**config.mk**
```make
export PLATFORM = sky130hd
export DESIGN_NAME = euler_step_sequencer_flat
export DESIGN_NICKNAME = d
export VERILOG_FILES = /design/src/rtl/euler_step_sequencer_if.sv /design/src/rtl/euler_step_sequencer.sv /design/src/flat_wrapper.sv
export SDC_FILE = /design/constraint.sdc
export NUM_CORES = 1
export LEC_CHECK = 0
export CORE_UTILIZATION = 40
export CTS_BUF_LIST = sky130_fd_sc_hd__clkbuf_8
export DETAILED_ROUTE_END_ITERATION = 8
export PLACE_DENSITY = 0.81
export SLEW_MARGIN = 20
export SYNTH_ARGS = -nofsm -noshare
export SYNTH_HDL_FRONTEND = slang
export SYNTH_SLANG_ARGS = --single-unit
```
**constraint.sdc**
```tcl
create_clock -name clk -period 2.55 [get_ports clk]
set_input_delay 0.765 -clock clk [delete_from_list [all_inputs] [get_ports clk]]
set_output_delay 0.765 -clock clk [all_outputs]
set_load 0.02 [all_outputs]
```
**src/rtl/euler_step_sequencer_if.sv**
```systemverilog
// rtl/euler_step_sequencer_if.sv - derivative handshake and integrator operand/result bundle
interface euler_step_sequencer_if;
    logic        deriv_req;
    logic        deriv_valid;
    logic [31:0] deriv_in;
    logic [31:0] state_out;
    logic [31:0] integ_x;
    logic [31:0] integ_sum;

    modport master (
        output deriv_req,
        output state_out,
        output integ_x,
        input  deriv_valid,
        input  deriv_in,
        input  integ_sum
    );

    modport slave (
        input  deriv_req,
        input  state_out,
        input  integ_x,
        output deriv_valid,
        output deriv_in,
        output integ_sum
    );
endinterface

```
**src/rtl/euler_step_sequencer.sv**
```systemverilog
// rtl/euler_step_sequencer.sv - Euler substep sequencer around the float integrator; optional EULER_NONFINITE_GUARD_EN
module euler_step_sequencer #(
    parameter int NSTEPS = 1024,
    parameter int CNT_W  = 11
) (
    input  logic                 clk,
    input  logic                 reset,
    input  logic                 start,
    input  logic                 init_load,
    input  logic [31:0]          init_value,
    euler_step_sequencer_if.master bus,
    output logic                 busy,
    output logic                 done,
    output logic [CNT_W-1:0]     step_count,
    output logic                 ovf
);

    typedef enum logic [1:0] {
        IDLE = 2'd0,
        REQ  = 2'd1,
        ACC  = 2'd2,
        DONE = 2'd3
    } fsm_t;

    localparam logic [CNT_W-1:0] LAST_STEP = CNT_W'(NSTEPS - 1);

    fsm_t             cur_st;
    fsm_t             nxt_st;
    logic [31:0]      state_q;
    logic [31:0]      x_q;
    logic [CNT_W-1:0] cnt_q;
    logic             run_start;
    logic             sum_nonfinite;

    // init_load wins over start when both arrive in IDLE
    assign run_start = (cur_st == IDLE) && start && !init_load;

    always_ff @(posedge clk or negedge reset) begin
        if (!reset) begin
            cur_st <= IDLE;
        end else begin
            cur_st <= nxt_st;
        end
    end

    always_comb begin
        nxt_st = cur_st;
        case (cur_st)
            IDLE:    if (run_start) nxt_st = REQ;
            REQ:     if (bus.deriv_valid) nxt_st = ACC;
            ACC:     nxt_st = (cnt_q == LAST_STEP) ? DONE : REQ;
            DONE:    nxt_st = IDLE;
            default: nxt_st = IDLE;
        endcase
    end

`ifdef EULER_NONFINITE_GUARD_EN
    logic ovf_q;

    assign sum_nonfinite = &bus.integ_sum[30:23];

    always_ff @(posedge clk or negedge reset) begin
        if (!reset) begin
            ovf_q <= 1'b0;
        end else if (run_start) begin
            ovf_q <= 1'b0;
        end else if ((cur_st == ACC) && sum_nonfinite) begin
            ovf_q <= 1'b1;
        end
    end

    assign ovf = ovf_q;
`else
    assign sum_nonfinite = 1'b0;
    assign ovf           = 1'b0;
`endif

    // Integrator sees state_q and x_q during ACC; its sum closes the loop at the ACC edge
    always_ff @(posedge clk or negedge reset) begin
        if (!reset) begin
            state_q <= 32'h0000_0000;
            x_q     <= 32'h0000_0000;
            cnt_q   <= '0;
        end else begin
            case (cur_st)
                IDLE: begin
                    if (init_load) begin
                        state_q <= init_value;
                    end else if (start) begin
                        cnt_q <= '0;
                    end
                end
                REQ: begin
                    if (bus.deriv_valid) begin
                        x_q <= bus.deriv_in;
                    end
                end
                ACC: begin
                    cnt_q <= cnt_q + 1'b1;
                    if (!sum_nonfinite) begin
                        state_q <= bus.integ_sum;
                    end
                end
                default: begin
                end
            endcase
        end
    end

    assign bus.state_out = state_q;
    assign bus.integ_x   = x_q;
    assign bus.deriv_req = (cur_st == REQ);
    assign busy          = (cur_st == REQ) || (cur_st == ACC);
    assign done          = (cur_st == DONE);
    assign step_count    = cnt_q;

endmodule
```
**src/flat_wrapper.sv**
```systemverilog
// flat-port wrapper written by rule: the top's interface ports become plain ports
module euler_step_sequencer_flat 
#(
    parameter int NSTEPS = 1024,
    parameter int CNT_W  = 11
)
  (clk, reset, start, init_load, init_value, busy, done, step_count, ovf, bus_deriv_req, bus_state_out, bus_integ_x, bus_deriv_valid, bus_deriv_in, bus_integ_sum);
  euler_step_sequencer_if bus_i ();
  input  logic clk;
  input  logic reset;
  input  logic start;
  input  logic init_load;
  input  logic [31:0] init_value;
  output logic busy;
  output logic done;
  output logic [CNT_W-1:0] step_count;
  output logic ovf;
  output wire logic [$bits(bus_i.deriv_req)-1:0] bus_deriv_req;
  output wire logic [$bits(bus_i.state_out)-1:0] bus_state_out;
  output wire logic [$bits(bus_i.integ_x)-1:0] bus_integ_x;
  input wire logic [$bits(bus_i.deriv_valid)-1:0] bus_deriv_valid;
  input wire logic [$bits(bus_i.deriv_in)-1:0] bus_deriv_in;
  input wire logic [$bits(bus_i.integ_sum)-1:0] bus_integ_sum;
  assign bus_deriv_req = bus_i.deriv_req;
  assign bus_state_out = bus_i.state_out;
  assign bus_integ_x = bus_i.integ_x;
  assign bus_i.deriv_valid = bus_deriv_valid;
  assign bus_i.deriv_in = bus_deriv_in;
  assign bus_i.integ_sum = bus_integ_sum;
  euler_step_sequencer #(.NSTEPS(NSTEPS), .CNT_W(CNT_W)) u_core (.clk(clk), .reset(reset), .start(start), .init_load(init_load), .init_value(init_value), .bus(bus_i), .busy(busy), .done(done), .step_count(step_count), .ovf(ovf));
endmodule
```
==> results.toml, run 1 <==
[pwr]
combPwrFrac_pct = 51.5
switching_share_pct = 37.0
p_int_w = 0.00419
p_leak_nw = 2.38
p_clk_share_pct = 17.3
power_switching_w = 0.00246
power.density_nw_per_um2 = 1180
seqPwrFrac_pct = 31.2
ir_drop_v = 0.000612

[clock_tree]
cts_setup_buffers = 0
clkLatencyLatePin_ns = 0.34
cts_tree = "yes"
cts_sinks = 77
clk_pin_slew_ns = 0.08
clockBufferDepth = 2
root_buffer = "clkbuf_8"
htree_num_levels = 3
holdBufCountCts = 0
cts_buffers = 9
post_cts_resized = 1

[timing]
setup_violations = 0
fin_crit_ns = 2.37
drv_slew = 0
fmax_ghz = 0.422
skew_ns = 0.00892
finalCritPeriodShare_pct = 92.9
grt_setup_unrepaired = "false"
hold_viol_final = 0
finalSetupTns_ns = 0

[run_status]
outcome = "complete, no violations"

[cells_and_area]
drive_above_1_share_pct = 12.7
multi_input_area_um2 = 1410
nets = 573
final_core_util_pct = 67.9
nFillCells = 637
seq_area_um2 = 1930
diodes = 0
fin_area_um2 = 5610
final_common_cell = "clkdlybuf4s50_1"
final_cell_mix = "clkdlybuf4s50_1 (175), dfrtp_1 (77), nand2_1 (38), mux2_2 (33), mux2i_1 (33)"
syn_to_final_growth_pct = 62.7

[yosys]
ys_types = 27
ys_seq_area_share_pct = 55.9
synth_top_family_by_area = "multiplexers"
synth_compound_area_share_pct = 8.57
synthAdderAreaFrac_pct = 2.18
synthXorXnorAreaFrac_pct = 2.03
synth_seq_cells = 77
synth_mux_area_share_pct = 20.4
yosys.area_share.simple_pct = 7.44
postSynthAreaPerCell_um2 = 12.0
synth_fp_nets = 394
syn-instance-count = 287
yosys_warnings = 0
synth_area_um2 = 3450

[global_route]
grt_max_degree = 65
grt_pass1_wl_um = 12700
grt_usage_pct = 18.6
grt_pass1_vias = 2680
antenna_found_initial = 0
gr-total-overflow = 0

[placed_design]
place_congestion = 0.790
dp_hpwl_um = 6280
placed_area_um2 = 5350
portBuffers = 178

[flow_run]
drv_cap = 0

[critical_path]
crit_path_max_fanout = 6
cp-start-kind = "flip-flop"
arrival_ns = 1.60
endpoint_kind = "output pin"
critPathRequiredTime_ns = 1.79
criticalPathCategory = "flip-flop to output pin"
reg2reg_depth = 6

[die]
core_area_um2 = 8260
start_util_pct = 41.7
io_pins = 180
num_rows = 33
die-area_um2 = 8990
die_y_um = 94.8
die_w_um = 94.8

[detailed_routing]
wirelength_um = 8170
routed_via_density = 4.80
wire_per_inst_um = 14.2
drtAntennaViolNets = 0
drt-initial-drc-count = 97
drcViolationCount = 0
vias = 2762
drt_first_pass_iters = 4

[hold_path]
min_path_type = "primary input to asynchronous set/reset pin"
[metrics by stage]
stage / setup slack, ns / power, W / cells / hold slack, ns
CTS: 0.0279 / 0.00673 / 576 / 0.375
global route: 0.103 / 0.00709 / 576 / 0.376
detailed placement: 0.298 / 0.00557 / 560 / 0.469
floorplan: 0.936 / 0.00398 / 287 / 0.469
global placement: 0.352 / 0.00548 / 560 / 0.461
finish: 0.180 / 0.00664 / 576 / 0.373
[Yosys cell counts]
master	instances	area share, %
o21ai_1	7	1.0
a22o_1	1	0.25
mux2i_1	33	9.6
nor2_1	10	1.1
and4_1	2	0.51
ha_1	6	2.2
and3_1	2	0.36
mux2_2	33	11
nor2b_1	3	0.54
dfrtp_1	77	56
and2_1	2	0.36
a32o_1	1	0.29
o21ai_0	28	4.1
a21oi_1	2	0.29
o2111ai_1	5	1.3
buf_4	6	1.3
clkbuf_2	2	0.29
xor2_1	8	2.0
o41ai_1	1	0.25
a21oi_4	1	0.47
nand2_1	38	4.1
buf_2	10	1.5
conb_1	1	0.11
o211ai_1	3	0.65
and3b_1	1	0.25
nand2b_1	1	0.18
inv_1	3	0.33
[path summary, 6_finish.rpt]
check,start,endpoint,slack [ns]
min,reset,u_core.bus.integ_x[31],0.37
max reg2reg,u_core.cur_st[0],u_core.step_count[9],0.66
max,u_core.cur_st[1],done,0.18
min in group clk,u_core.bus.state_out[11],u_core.bus.state_out[11],0.48
max in group asynchronous,reset,u_core.bus.state_out[25],1.60
min reg2reg,u_core.bus.state_out[11],u_core.bus.state_out[11],0.48
[power by group through the flow]
stage,clock network (W),logic [W],registers (W)
after floorplan,0,0.00124,0.00274
after global placement,0,0.00341,0.00207
after detailed placement,0,0.00347,0.00210
after CTS,0.00118,0.00347,0.00208
after global routing,0.00124,0.00370,0.00215
final,0.00115,0.00342,0.00207
[cell type report]
type	count	share of cell area [%]
flip-flops and latches	77	34.4
clock inverters	6	2.10
clock buffers	10	2.45
repair buffers	186	33.5
multi-input cells	189	25.1
inverters	3	0.201
well taps	105	2.34
[critical path: stages (launching register included)]
cell             delay (ns)
dfrtp_1                0.44
ha_1                   0.20
clkdlybuf4s50_1        0.62
[layer usage]
layer / GRT usage (%) / up-vias / share of wire [%]
met3: 6.76 / 9 / 9.0
met2: 30.1 / 126 / 49
met1: 22.5 / 1275 / 41
li1: - / 1352 / -
met5: 0 / - / 0
met4: 7.45 / 0 / 1.4
[flip-flops by register name (all words and copies together) (netlist names)]
signal,flops
u_core.cur_st,2
u_core.step_count,11
u_core.bus.integ_x,32
u_core.bus.state_out,32
[cell families (layout without fill, tap and decap cells)]
kind of cell / after synthesis / in the layout
buf+inv: 21 / 205
other cells: 1 / 1
flops: 77 / 77
compound gates: 49 / 49
fa+ha+maj: 6 / 6
simple gates: 59 / 59
xor+xnor: 8 / 8
mux: 66 / 66
No activity file was read; power rests on OpenSTA's default activity.
==> run 2: changes to the inputs <==
CTS_CLUSTER_SIZE = 28   (was unset)
SETUP_SLACK_MARGIN = 0.02   (was unset)
==> results of run 2 <==
No change in the layout: final DEF, timing and power equal those of run 1.
==> run 3: changes to the inputs <==
CORE_ASPECT_RATIO = 1.5   (was unset)
==> run 3 against run 2 <==
  * Clock power decreased by 16%
  * Clock skew decreased by 0.0016 ns
  * Core utilization decreased by 1.4 points
  * Sequential share of layout area increased by 0.28 points
  * Count of clock-buffer cells in the layout decreased by 1
  * Cell count increased by 0.35%
  * Total power decreased by 2.0%
  * Sequential cell count unchanged
  * Critical endpoint unchanged
  * Highest routed layer unchanged
==> results.toml, run 3 (same netlist as run 1, synthesis figures left out) <==
[detailed_routing]
vias = 2770
drcViolationCount = 0
wire_per_inst_um = 15.3
wirelength_um = 8860
drt_first_pass_iters = 4
drt-initial-drc-count = 84
routed_via_density = 4.79
drtAntennaViolNets = 0

[cells_and_area]
final_common_cell = "clkdlybuf4s50_1"
stdcell_count = 578
drive_above_1_share_pct = 12.1
diodes = 0
fin_area_um2 = 5560
syn_to_final_growth_pct = 61.4
nFillCells = 667
nets = 573
final_core_util_pct = 66.5
final_cell_mix = "clkdlybuf4s50_1 (175), dfrtp_1 (77), nand2_1 (38), mux2_2 (33), mux2i_1 (33)"

[pwr]
p_leak_nw = 2.37
combPwrFrac_pct = 53.0
p_int_w = 0.00404
ir_drop_v = 0.000891
power_switching_w = 0.00247
seqPwrFrac_pct = 32.1
power.density_nw_per_um2 = 1170
p_total_w = 0.00651
p_clk_share_pct = 14.9
switching_share_pct = 38.0

[timing]
finalCritPeriodShare_pct = 91.1
hold_viol_final = 0
fmax_ghz = 0.431
fin_crit_ns = 2.32
finalSetupTns_ns = 0
setup_violations = 0
drv_slew = 0
skew_ns = 0.00729
grt_setup_unrepaired = "false"

[global_route]
gr-total-overflow = 0
grt_pass1_vias = 2835
grt_pass1_wl_um = 13500
grt_max_degree = 65
antenna_found_initial = 0
grt_usage_pct = 20.0

[clock_tree]
holdBufCountCts = 0
cts_tree = "yes"
clkLatencyLatePin_ns = 0.35
clk_pin_slew_ns = 0.07
cts_sinks = 77
cts_buffers = 9
htree_num_levels = 3
clockBufferDepth = 2
root_buffer = "clkbuf_8"

[critical_path]
endpoint_kind = "output pin"
cp-startpoint = "u_core.cur_st[1]"
criticalPathCategory = "flip-flop to output pin"
arrival_ns = 1.56
rrSetupSlack_ns = 0.72
r2r_start = "u_core.cur_st[0]"
reg2reg_to = "u_core.bus.state_out[4]"
endpoint = "done"
crit_path_max_fanout = 6
critPathRequiredTime_ns = 1.79
reg2reg_depth = 7
cp-start-kind = "flip-flop"

[die]
die_w_um = 77.8
start_util_pct = 41.2
num_rows = 41
io_pins = 180
core_area_um2 = 8360
die_y_um = 116
die-area_um2 = 9000

[placed_design]
dp_hpwl_um = 6840
place_congestion = 0.818
placed_area_um2 = 5350
dp_cells = 562
portBuffers = 178

[run_status]
outcome = "complete, no violations"

[hold_path]
min_path_type = "primary input to asynchronous set/reset pin"

[flow_run]
drv_cap = 0
==> run 3: worst min-delay path by stage <==
stage	start	end	slack, ns	cells after the start
finish	reset	u_core.bus.integ_x[10]	0.34	1
global placement	u_core.bus.state_out[19]	u_core.bus.state_out[19]	0.46	2
global route	reset	u_core.bus.integ_x[10]	0.37	1
floorplan	reset	u_core.bus.integ_x[0]	0.47	0
detailed placement	u_core.bus.state_out[28]	u_core.bus.state_out[28]	0.47	2
CTS	reset	u_core.bus.integ_x[10]	0.34	1
==> run 3: layout make-up <==
class	instances	area, um^2	area share, %
Clock buffer	9	124	2.23
Clock inverter	7	83.8	1.51
Inverter	3	11.3	0.202
Multi-Input combinational cell	189	1410	25.3
Sequential cell	77	1930	34.6
Tap cell	107	134	2.41
Timing Repair Buffer	186	1880	33.8
==> run 3: power groups by stage <==
stage	logic (W)	registers (W)	clock network (W)
after floorplan	0.00124	0.00274	0
after global placement	0.00343	0.00207	0
after detailed placement	0.00350	0.00211	0
after CTS	0.00350	0.00209	0.00100
after global routing	0.00368	0.00216	0.00106
final	0.00345	0.00209	0.000969
==> run 3: critical path, cell delays in order, from the launching register on <==
cell and delay [ns]:
dfrtp_1 0.43, ha_1 0.18, clkdlybuf4s50_1 0.60
==> run 3: what timing repair did <==
item	in CTS	in global routing
resized for setup	1	1
setup endpoints to repair	1	1
endpoints found under the hold margin	0	0
cloned	0	0
setup buffers	0	0
==> run 3: through the flow <==
step           setup WS, ns  hold WS (ns)
3_5_place_dp          0.294         0.471
4_1_cts              0.0576         0.344
6_report              0.227         0.341
5_1_grt               0.164         0.367
3_3_place_gp          0.354         0.462
2_1_floorplan         0.936         0.469
==> run 3: layer usage <==
| metal | routed length, um | share of wire (%) | vias up | track usage, % |
|---|---|---|---|---|
| met3 | 415 | 4.7 | 18 | 4.02 |
| li1 | - | - | 1347 | - |
| met1 | 3290 | 37 | 1306 | 21.6 |
| met4 | 286 | 3.2 | 0 | 11.8 |
| met2 | 4870 | 55 | 99 | 36.0 |
| met5 | 0 | 0 | - | 0 |
